==> config.mk <==
export PLATFORM = sky130hd
export DESIGN_NAME = bip_control_unit
export DESIGN_NICKNAME = d
export VERILOG_FILES = /design/src/rtl/bip_control_unit.sv
export SDC_FILE = /design/constraint.sdc
export NUM_CORES = 1
export LEC_CHECK = 0
export CORE_MARGIN = 3
export CORE_UTILIZATION = 45
export CTS_CLUSTER_SIZE = 24
export DETAILED_ROUTE_END_ITERATION = 16
export PLACE_DENSITY = 0.91
export SKIP_LAST_GASP = 1
export SLEW_MARGIN = 5
export SYNTH_ARGS = -nofsm -noshare
export SYNTH_HDL_FRONTEND = slang
export SYNTH_SLANG_ARGS = --single-unit
==> constraint.sdc <==
create_clock -name i_clock -period 2.21 [get_ports i_clock]
set_input_delay 0.5525 -clock i_clock [delete_from_list [all_inputs] [get_ports i_clock]]
set_output_delay 0.5525 -clock i_clock [all_outputs]
set_load 0.1 [all_outputs]
==> src/rtl/bip_control_unit.sv <==
// BIP I instruction-sequencing control unit: PC, IR and a fetch/decode/execute/halt FSM.
// Optional 16-bit saturating cycle counter enabled by defining BIP_CU_CYCLE_COUNT_EN.
module bip_control_unit #(
    parameter int unsigned OPCODE_LENGTH   = 5,
    parameter int unsigned OPERANDO_LENGTH = 11,
    parameter int unsigned PC_LENGTH       = 11,
    parameter int unsigned INSTR_LENGTH    = 16
) (
    input  logic                       i_clock,
    input  logic                       i_reset,
    input  logic                       i_enable,
    input  logic [INSTR_LENGTH-1:0]    i_instr,
    output logic [PC_LENGTH-1:0]       o_pc_addr,
    output logic                       o_rd_prog,
    output logic [1:0]                 o_selA,
    output logic                       o_selB,
    output logic                       o_wrACC,
    output logic [OPCODE_LENGTH-1:0]   o_opcode,
    output logic [OPERANDO_LENGTH-1:0] o_operando,
    output logic                       o_wrRAM,
    output logic                       o_rdRAM,
    output logic                       o_halt
`ifdef BIP_CU_CYCLE_COUNT_EN
    ,
    output logic [15:0]                o_cycle_count
`endif
);

    typedef enum logic [1:0] {
        StFetch,
        StDecode,
        StExec,
        StHalt
    } state_e;

    localparam logic [OPCODE_LENGTH-1:0] OpHlt  = OPCODE_LENGTH'(0);
    localparam logic [OPCODE_LENGTH-1:0] OpSto  = OPCODE_LENGTH'(1);
    localparam logic [OPCODE_LENGTH-1:0] OpLd   = OPCODE_LENGTH'(2);
    localparam logic [OPCODE_LENGTH-1:0] OpLdi  = OPCODE_LENGTH'(3);
    localparam logic [OPCODE_LENGTH-1:0] OpAdd  = OPCODE_LENGTH'(4);
    localparam logic [OPCODE_LENGTH-1:0] OpAddi = OPCODE_LENGTH'(5);
    localparam logic [OPCODE_LENGTH-1:0] OpSub  = OPCODE_LENGTH'(6);
    localparam logic [OPCODE_LENGTH-1:0] OpSubi = OPCODE_LENGTH'(7);

    localparam logic [1:0] SelAMem = 2'd0;
    localparam logic [1:0] SelAImm = 2'd1;
    localparam logic [1:0] SelAAlu = 2'd2;

    state_e                  state_q, state_d;
    logic [PC_LENGTH-1:0]    pc_q, pc_d;
    logic [INSTR_LENGTH-1:0] ir_q, ir_d;
    logic [OPCODE_LENGTH-1:0] ir_opcode;

    assign ir_opcode = ir_q[INSTR_LENGTH-1 -: OPCODE_LENGTH];

    // State register
    always_ff @(posedge i_clock or posedge i_reset) begin
        if (i_reset) begin
            state_q <= StFetch;
        end else begin
            state_q <= state_d;
        end
    end

    // Next-state logic
    always_comb begin
        state_d = state_q;
        unique case (state_q)
            StFetch:  if (i_enable) state_d = StDecode;
            StDecode: state_d = StExec;
            StExec:   state_d = (ir_opcode == OpHlt) ? StHalt : StFetch;
            StHalt:   state_d = StHalt;
            default:  state_d = StFetch;
        endcase
    end

    // PC and IR only move in DECODE; PC wraps naturally at 2^PC_LENGTH.
    always_comb begin
        pc_d = pc_q;
        ir_d = ir_q;
        if (state_q == StDecode) begin
            ir_d = i_instr;
            pc_d = pc_q + PC_LENGTH'(1);
        end
    end

    always_ff @(posedge i_clock or posedge i_reset) begin
        if (i_reset) begin
            pc_q <= '0;
            ir_q <= '0;
        end else begin
            pc_q <= pc_d;
            ir_q <= ir_d;
        end
    end

    // Output logic; only o_rd_prog looks at inputs, the rest derive from registered state.
    always_comb begin
        o_rd_prog = 1'b0;
        o_selA    = SelAMem;
        o_selB    = 1'b0;
        o_wrACC   = 1'b0;
        o_wrRAM   = 1'b0;
        o_rdRAM   = 1'b0;
        o_halt    = 1'b0;
        unique case (state_q)
            StFetch: o_rd_prog = i_enable & ~i_reset;
            StExec: begin
                case (ir_opcode)
                    OpSto: o_wrRAM = 1'b1;
                    OpLd: begin
                        o_selA  = SelAMem;
                        o_wrACC = 1'b1;
                        o_rdRAM = 1'b1;
                    end
                    OpLdi: begin
                        o_selA  = SelAImm;
                        o_wrACC = 1'b1;
                    end
                    OpAdd, OpSub: begin
                        o_selA  = SelAAlu;
                        o_selB  = 1'b0;
                        o_wrACC = 1'b1;
                        o_rdRAM = 1'b1;
                    end
                    OpAddi, OpSubi: begin
                        o_selA  = SelAAlu;
                        o_selB  = 1'b1;
                        o_wrACC = 1'b1;
                    end
                    default: ;
                endcase
            end
            StHalt:   o_halt = 1'b1;
            default:  ;
        endcase
    end

    assign o_pc_addr  = pc_q;
    assign o_opcode   = ir_opcode;
    assign o_operando = ir_q[OPERANDO_LENGTH-1:0];

`ifdef BIP_CU_CYCLE_COUNT_EN
    logic [15:0] cycle_q;

    // Counts every non-HALT clock, stalls included, and saturates.
    always_ff @(posedge i_clock or posedge i_reset) begin
        if (i_reset) begin
            cycle_q <= '0;
        end else if ((state_q != StHalt) && (cycle_q != 16'hFFFF)) begin
            cycle_q <= cycle_q + 16'd1;
        end
    end

    assign o_cycle_count = cycle_q;
`endif

endmodule
==> run_results.csv <==
group,metric,value,unit
clock_tree,clock_path_buffers,2,
yosys,synth_cells,93,
floorplan,pin_count,54,
yosys,synth.largest_area_cell,"dfrtp_1",
yosys,yosysTopAreaCellShare,56.5,%
global_routing,gr-total-overflow,0,
setup_path,path_class,"reg -> out",
setup_path,cp_slowest_stage_delay,0.49,ns
sta,hold-worst-slack,0.483,ns
drt,vias,981,
yosys,syn-cell-area,1280,um^2
clock_tree,cts.sinks,29,
setup_path,r2r-end,"ir_q[3]",
yosys,synth_ff_type,"dfrtp_1",
worst_hold_path,hold_path_depth,1,
layout,num-fill-cells,150,
floorplan,num_rows,18,
place,hpwl,2.23,mm
sta,skew,0.00486,ns
drt,wirelength,3.09,mm
floorplan,start_util,49.6,%
yosys,synth_area_leaders,"dfrtp_1, mux2_4, mux2_1",
clock_tree,cts_tree,"built",
floorplan,core-area,2590,um^2
yosys,synth_compound_area_share,1.56,%
setup_path,cp.required,1.66,ns
yosys,seq_area_frac_synth,56.5,%
sta,setup_viol,3,
place,place.gp.congestion,0.728,
run,drv_cap,0,
sta,slew_viol_final,0,
yosys,synth_xor_area_share,6.82,%
sta,slew_headroom,76.5,%
worst_hold_path,worst_hold_path.endpoint,"o_pc_addr[10]",
setup_path,cpMaxStageDelayCell,"dfrtp_4",
yosys,synthSimpleGateAreaFrac,14.1,%
yosys,syn_nets,113,
yosys,ys_ff_latch,29,
yosys,synth_top_family_by_area,"multiplexers",
yosys,synth_edf_count,0,
clock_tree,clock_latency,0.32,ns
floorplan,die_h,59.4,um
layout,layout-drive-gt1-share,47.5,%
yosys,syn_avg_cell_area,13.8,um^2
layout,mostFrequentLayoutCell,"buf_4",
sta,fmax,431,MHz
global_routing,grt_start_max_net_pins,30,
drt,ant_nets,0,
floorplan,dieArea,3530,um^2
layout,layout_common_cells,"buf_4, dfrtp_1, clkdlybuf4s50_1",
sta,tightest_slew,0.349,ns
clock_tree,clk_pin_slew,0.09,ns
layout,diodes,0,
status,status,"finished with violations",
floorplan,die_w,59.4,um
setup_path,worstReg2RegStart,"state_q[0]",
sta,fin_crit,2.32,ns
drt,vias_per_cell,5.16,
place,numPortBuffers,53,
setup_path,crit_path_start_kind,"flip-flop",
yosys,synth.distinct_cells,28,
setup_path,reg2reg_slack,0.69,ns
setup_path,reg2reg_depth,4,
yosys,ys_warn_count,0,
sta,rsz0062_at_grt,"yes",
global_routing,grt_pass1_wl,5.05,mm
setup_path,cp-end-kind,"primary output",
sta,fin_crit_sh,105,%
layout,layout.nets,179,
setup_path,arrival,1.77,ns
drt,drt-initial-drc-count,57,
layout,area_delta_synth_final,61.7,%
clock_tree,ctsHtreeMaxLevel,2,
setup_path,path_max_fanout,4,
drt,dr.pass1.iters,4,
clock_tree,cts_hold_buf,0,
worst_hold_path,hp-start,"o_pc_addr[10]",
clock_tree,numCtsBuffers,5,
sta,hold_viol_final,0,
drt,wire_per_inst,16.2,um
sta,fin_ws,-0.111,ns
layout,final-seq-area,734,um^2
setup_path,cp_cell_sequence,"nor4b_4, nand2_2, nor3_4, buf_12",
drt,drc,0,
clock_tree,clock-root-buffer,"clkbuf_4",
global_routing,grt_pass1_vias,1075,
yosys,synthMuxAreaShare,18.3,%
yosys,async_reset_ff_share,100,%
worst_hold_path,worstHoldPathType,"reg -> reg",
yosys,synth_fa_ha_area_share,0.974,%
global_routing,grt.total_usage,20.4,%
setup_path,worstSetupStartpoint,"ir_q[14]",
status,failed_checks,"negative setup slack",
global_routing,antenna_found_initial,0,
layout,multi_input_area,601,um^2
what timing repair did:
| action | 4_1_cts | 5_1_grt |
|---|---|---|
| gates resized for setup | 1 | 1 |
| buffers inserted | 4 | 1 |
| pin swaps | 3 | 1 |
| hold endpoints to repair | 0 | 0 |
| endpoints found under the setup margin | 5 | 6 |
synth_stat cells (2+ instances only):
master / instances
nor2_1: 3
nand2b_1: 2
mux2_4: 9
xnor2_1: 6
xor2_1: 4
dfrtp_1: 29
nand2_1: 5
nand4_1: 2
nand3_1: 2
and2_1: 2
and3_1: 2
nor3_1: 4
mux2_1: 8
worst max path at each step:
| stage | endpoint | slack [ns] | cells after the start |
|---|---|---|---|
| 2_1_floorplan | o_selA[0] | -0.38 | 3 |
| 3_3_place_gp | o_rd_prog | 0.20 | 4 |
| 3_5_place_dp | o_selA[0] | 0.17 | 4 |
| 4_1_cts | o_selA[0] | -0.10 | 4 |
| 5_1_grt | o_wrRAM | -0.21 | 4 |
| 6_report | o_wrRAM | -0.11 | 4 |
cell type report:
type	instances	share of cell area, %
Sequential cell	29	35.3
Clock buffer	7	3.13
Clock inverter	1	0.241
Timing Repair Buffer	61	30.4
Tap cell	30	1.81
Inverter	1	0.181
Multi-Input combinational cell	61	28.9
critical path: cells and delay by family, from the launching register on:
kind / cells / cell delay [ns]
and+or+nand+nor: 3 / 0.75
buffers and inverters: 1 / 0.20
DFF: 1 / 0.49
cell families after synthesis:
family,after synthesis
and+or+nand+nor,29
DFF,29
muxes,18
buffers and inverters,3
xor gates and xnor gates,10
adders and majority gates,1
AOI/OAI and AO/OA,3
sequential cells by signal (all words and copies together), names as in the netlist:
signal and count:
ir_q 16, o_pc_addr 11, state_q 2
through the flow:
| step | cells | utilization (%) | area (um^2) | worst slack [ns] | TNS (ns) |
|---|---|---|---|---|---|
| after floorplan | 93 | - | 1360 | -0.376 | -0.970 |
| final | 190 | 80.2 | 2080 | -0.111 | -0.229 |
| after detailed placement | 178 | 76.2 | 1970 | 0.170 | 0 |
| after global routing | 190 | 80.2 | 2080 | -0.205 | -0.634 |
| after CTS | 190 | 80.1 | 2070 | -0.103 | -0.170 |
| after global placement | 178 | 76.2 | 1970 | 0.201 | 0 |
layer usage:
metal	part of all wire (%)	track usage, %	vias to the layer above
li1	-	-	456
met1	37	20.2	467
met2	49	33.2	48
met3	10	8.93	10
met5	0	0	-
met4	4.1	15.9	0
Power is not shown: default switching activity piles up to over one toggle a cycle in this logic, so the estimate is an artifact.
==> RTL change 1, RTL diff (same flow settings) <==
Register the outputs `o_opcode` and `o_operando`, without a reset; this adds one clock of latency there. The other outputs are not delayed to match.
--- a/src/rtl/bip_control_unit.sv
+++ b/src/rtl/bip_control_unit.sv
@@ -138,6 +138,8 @@
 
     assign o_pc_addr  = pc_q;
-    assign o_opcode   = ir_opcode;
-    assign o_operando = ir_q[OPERANDO_LENGTH-1:0];
+    always_ff @(posedge i_clock) begin
+        o_opcode   <= ir_opcode;
+        o_operando <= ir_q[OPERANDO_LENGTH-1:0];
+    end
 
 `ifdef BIP_CU_CYCLE_COUNT_EN
Check against the original RTL: not equivalent (Yosys sat finds a counterexample within 4 cycles, from zero or initial values and one cycle with i_reset high).
==> RTL change 1 against the original RTL <==
The run still ends with negative setup slack left. Wire length is 1.2% higher. Final cell count up 15%. Worst hold slack worse by 100 ps. Global-route usage decreased by 3.9 points. Synthesized area increased by 22%. Design area rose by 12%. Register-to-register slack better by 120 ps. Worst setup slack gained 41 ps. Sequential cell count up 16. Critical endpoint is now o_selA[0].
Power is left out: the tool's default activity adds up to more than one toggle a clock period on the data nets, which glitch-free logic cannot reach.
==> RTL change 1: results (changes against the original RTL) <==
STA
  – Final setup margin: -70.2 ps (was -111 ps)
  – # setup viols final: 5 (was 3)
  – Setup Skew: 12.4 ps (was 4.86 ps)
  – Worst-Margin Slew: 363 ps (was 349 ps)

Logic synthesis
  – Post-synthesis cell type count: 24 (was 28)
  – Ys async rst share: 64.4% (was 100%)
  – Largest cells by area after synthesis: dfrtp_1, dfxtp_1, mux2_2 (was dfrtp_1, mux2_4, mux2_1)
  – Commonest cells post-synth: dfrtp_1, dfxtp_1, mux2_2, nand2_1, xnor2_1 (was dfrtp_1, mux2_4, mux2_1, xnor2_1, nand2_1)
  – Syn_nets: 131 (was 113)
  – Sequential-to-total area share from yosys stat: 67.0% (was 56.5%)

Final layout
  – Nets: 194 (was 179)
  – Filler cells: 221 (was 150)
  – Share of cells above drive strength 1: 42.3% (was 47.5%)

Clock tree
  – Skew-Pair Late Insertion Delay: 360 ps (was 320 ps)
  – Reg clk slew, reported paths: 120 ps (was 90 ps)

Detailed routing
  – DRT iter0 DRCs: 48 (was 57)
  – Routed wire length: 3120 um (was 3090 um)
  – Routed vias: 1037 (was 981)

Global route
  – Vias in the first global route: 1081 (was 1075)
  – Global-route wire length before repair: 5120 um (was 5050 um)
  – GRT Total Usage: 16.5% (was 20.4%)

Placement
  – RD Place Congestion: 0.769 (was 0.728)
  – Post-DP HPWL: 2460 um (was 2230 um)

Setup path
  – Worst path slowest cell: dfrtp_1 (was dfrtp_4)
  – R2r setup slk: 810 ps (was 690 ps)

Run status
  – Failing checks: negative setup slack (unchanged)
  – Status: finished with violations (unchanged)
RTL change 1: timing repair:
item | CTS | global route
pin swaps | 4 | 0
buffers inserted | 2 | 0
endpoints found under the setup margin | 4 | 6
gates resized for setup | 1 | 1
RTL change 1: area by class of cell:
class / count / share of cell area, %
Timing Repair Buffer: 58 / 25.1
Sequential cell: 45 / 44.9
Clock inverter: 2 / 1.61
Inverter: 4 / 0.644
Clock buffer: 6 / 2.20
Tap cell: 44 / 2.36
Multi-Input combinational cell: 60 / 23.2
RTL change 1: path summary, 6_finish.rpt:
path	start	endpoint	cells after the start
max	ir_q[14]	o_selA[0]	4
min	ir_q[6]	o_operando[6]	0
max reg2reg	o_pc_addr[0]	o_pc_addr[10]	4
min reg2reg	ir_q[6]	o_operando[6]	0
max in group asynchronous	i_reset	state_q[0]	3
min in group asynchronous	i_reset	o_pc_addr[7]	3
RTL change 1: kinds of logic (layout without fill, tap and decap cells):
logic type | Yosys count | in the layout | synth area share [%]
flops | 45 | 45 | 67.0
simple gates | 31 | 31 | 12.3
mux | 17 | 17 | 12.3
xor+xnor | 10 | 10 | 5.61
buf+inv | 6 | 70 | 1.60
fa+ha+maj | 1 | 1 | 0.801
compound gates | 1 | 1 | 0.481
RTL change 1: stage by stage:
step / setup WS (ps) / setup TNS [ps] / util [%] / std cells / area [um^2]
floorplan: -116 / -270 / - / 111 / 1610
global placement: 264 / 0 / 70.0 / 209 / 2220
detailed placement: 228 / 0 / 70.0 / 209 / 2220
CTS: -94.4 / -291 / 73.3 / 219 / 2330
global route: -173 / -768 / 73.4 / 219 / 2330
finish: -70.2 / -194 / 73.4 / 219 / 2330
RTL change 1: layer usage:
| layer | vias to the layer above | GRT usage [%] | wire, um |
|---|---|---|---|
| met5 | - | 0 | 0 |
| met4 | 0 | 5.54 | 44 |
| met3 | 4 | 6.41 | 147 |
| met2 | 25 | 30.5 | 1820 |
| met1 | 509 | 16.8 | 1110 |
| li1 | 499 | - | - |
RTL change 1: worst max-delay path, delay by kind of cell (launching register included):
| family | cells | cell delay (ps) |
|---|---|---|
| flip-flops | 1 | 450 |
| buffers and inverters | 1 | 200 |
| AND/OR/NAND/NOR | 3 | 730 |
==> RTL change 2, RTL diff (config.mk and constraints unchanged) <==
Made on the original files. Set the parameter `OPERANDO_LENGTH` to 12 (it was 11).
--- a/src/rtl/bip_control_unit.sv
+++ b/src/rtl/bip_control_unit.sv
@@ -3,5 +3,5 @@
 module bip_control_unit #(
     parameter int unsigned OPCODE_LENGTH   = 5,
-    parameter int unsigned OPERANDO_LENGTH = 11,
+    parameter int unsigned OPERANDO_LENGTH = 12,
     parameter int unsigned PC_LENGTH       = 11,
     parameter int unsigned INSTR_LENGTH    = 16
Interface: changed (resized o_operando); port bits go from 54 to 55. No check against the original RTL was run, so the function may have changed too.
==> RTL change 2 against the original RTL <==
The flow still finishes with violations (negative setup slack). Maximum frequency fell by 2.3%. First-iteration DRC count fell by 49%. Global-route usage up 1.5 points. Wire length rose by 17%. Final cell count rose by 1.6%. Worst setup slack worse by 54 ps. Design area fell by 0.48%. Synthesized area rose by 0.58%. Count of clock-buffer cells in the layout decreased by 1. Sequential cell count did not move. Critical path type unchanged. Largest cell class unchanged.
Power is not shown: default switching activity piles up to over one toggle a cycle in this logic, so the estimate is an artifact.
==> RTL change 2: results (changes against the original RTL) <==
Setup path
  – R2r setup slk: 750 ps (was 690 ps)
  – CP arrival: 1820 ps (was 1770 ps)
  – Worst path slowest cell: dfrtp_4 (unchanged)
  – Slowest stage delay, CP: 520 ps (was 490 ps)
  – Crit path to: o_rdRAM (was o_wrRAM)
  – Critical path launch point: ir_q[14] (unchanged)
  – Worst R2R End: o_pc_addr[10] (was ir_q[3])
  – Critical R2R Launch: state_q[1] (was state_q[0])
  – Worst path top cell family by delay: flip-flops (was simple AND/OR/NAND/NOR gates)

Final layout
  – Most flops, register: ir_q (unchanged)
  – Share of cells above drive strength 1: 47.9% (was 47.5%)
  – Largest register FFs: 16 (unchanged)
  – Nets: 182 (was 179)

Global route
  – Met3 Use GR: 10.9% (was 8.93%)
  – Met2 Usage GRT: 34.3% (was 33.2%)
  – Antenna violations before repair: 0 (unchanged)
  – M1 GR Usage: 25.4% (was 20.2%)
  – GRT Total Usage: 21.9% (was 20.4%)
  – Vias in the first global route: 1146 (was 1075)
  – Largest net degree at the start of global routing: 30 (unchanged)
  – Global-route wire length before repair: 5640 um (was 5050 um)

Logic synthesis
  – Avg Inst Size Synth: 13.7 um^2 (was 13.8 um^2)
  – Largest cells by area after synthesis: dfrtp_1, mux2_4, mux2_1 (unchanged)
  – Syn_nets: 114 (was 113)
  – Sequential-to-total area share from yosys stat: 56.1% (was 56.5%)
  – Ys Warns: 0 (unchanged)

Placement
  – Dpl ws: 178 ps (was 170 ps)
  – IO Port Bufs: 54 (was 53)
  – RD Place Congestion: 0.801 (was 0.728)
  – Placed Area: 1980 um^2 (was 1970 um^2)
  – Post-DP HPWL: 2430 um (was 2230 um)

Min path
  – Hold path start: o_pc_addr[10] (unchanged)
  – Worst hold path class: flip-flop to flip-flop (unchanged)
  – Hold EP: o_pc_addr[10] (unchanged)
  – Hold Path Stages: 1 (unchanged)

Clock tree
  – CTS max path bufs: 2 (unchanged)
  – Reg clk slew, reported paths: 110 ps (was 90 ps)

Detailed routing
  – Routed wire length: 3630 um (was 3090 um)
  – DR pass1 iterations: 4 (unchanged)
  – Max layer used: met4 (unchanged)
  – Detail Route met2 WL: 1680 um (was 1510 um)
  – DRT iter0 DRCs: 29 (was 57)
  – Wire per inst: 18.8 um (was 16.2 um)
  – Routed vias: 1028 (was 981)
  – Metal3 WL: 363 um (was 314 um)
  – Met1 Routed Length: 1480 um (was 1130 um)

STA
  – Final hold slack: 477 ps (was 483 ps)
  – Setup_tns: -530 ps (was -229 ps)
  – Final setup margin: -165 ps (was -111 ps)
  – Setup Skew: 18.5 ps (was 4.86 ps)
  – Worst-Margin Slew: 375 ps (was 349 ps)
  – # setup viols final: 6 (was 3)

Run status
  – Status: finished with violations (unchanged)
  – Failing checks: negative setup slack (unchanged)
## RTL change 2: area by class of cell
| class | instances | area [um^2] |
|---|---|---|
| Inverter | 1 | 3.75 |
| Timing Repair Buffer | 64 | 642 |
| Fill cell | 141 | 544 |
| Sequential cell | 29 | 734 |
| Clock buffer | 6 | 41.3 |
| Clock inverter | 2 | 10.0 |
| Multi-Input combinational cell | 61 | 599 |
| Tap cell | 30 | 37.5 |
## RTL change 2: logic make-up after synthesis
group	Yosys count	share of synthesized area, %
AOI/OAI and AO/OA	3	1.55
xor gates and xnor gates	10	6.78
adders and majority gates	1	0.968
buffers and inverters	4	2.32
DFF	29	56.1
muxes	18	18.2
and+or+nand+nor	29	14.0
## RTL change 2: repair_timing
item / CTS / global route
gates resized for setup: 0 / 1
endpoints found under the hold margin: 0 / 0
setup buffers: 2 / 3
gates cloned: 0 / 0
pin swaps: 3 / 3
setup endpoints to repair: 4 / 6
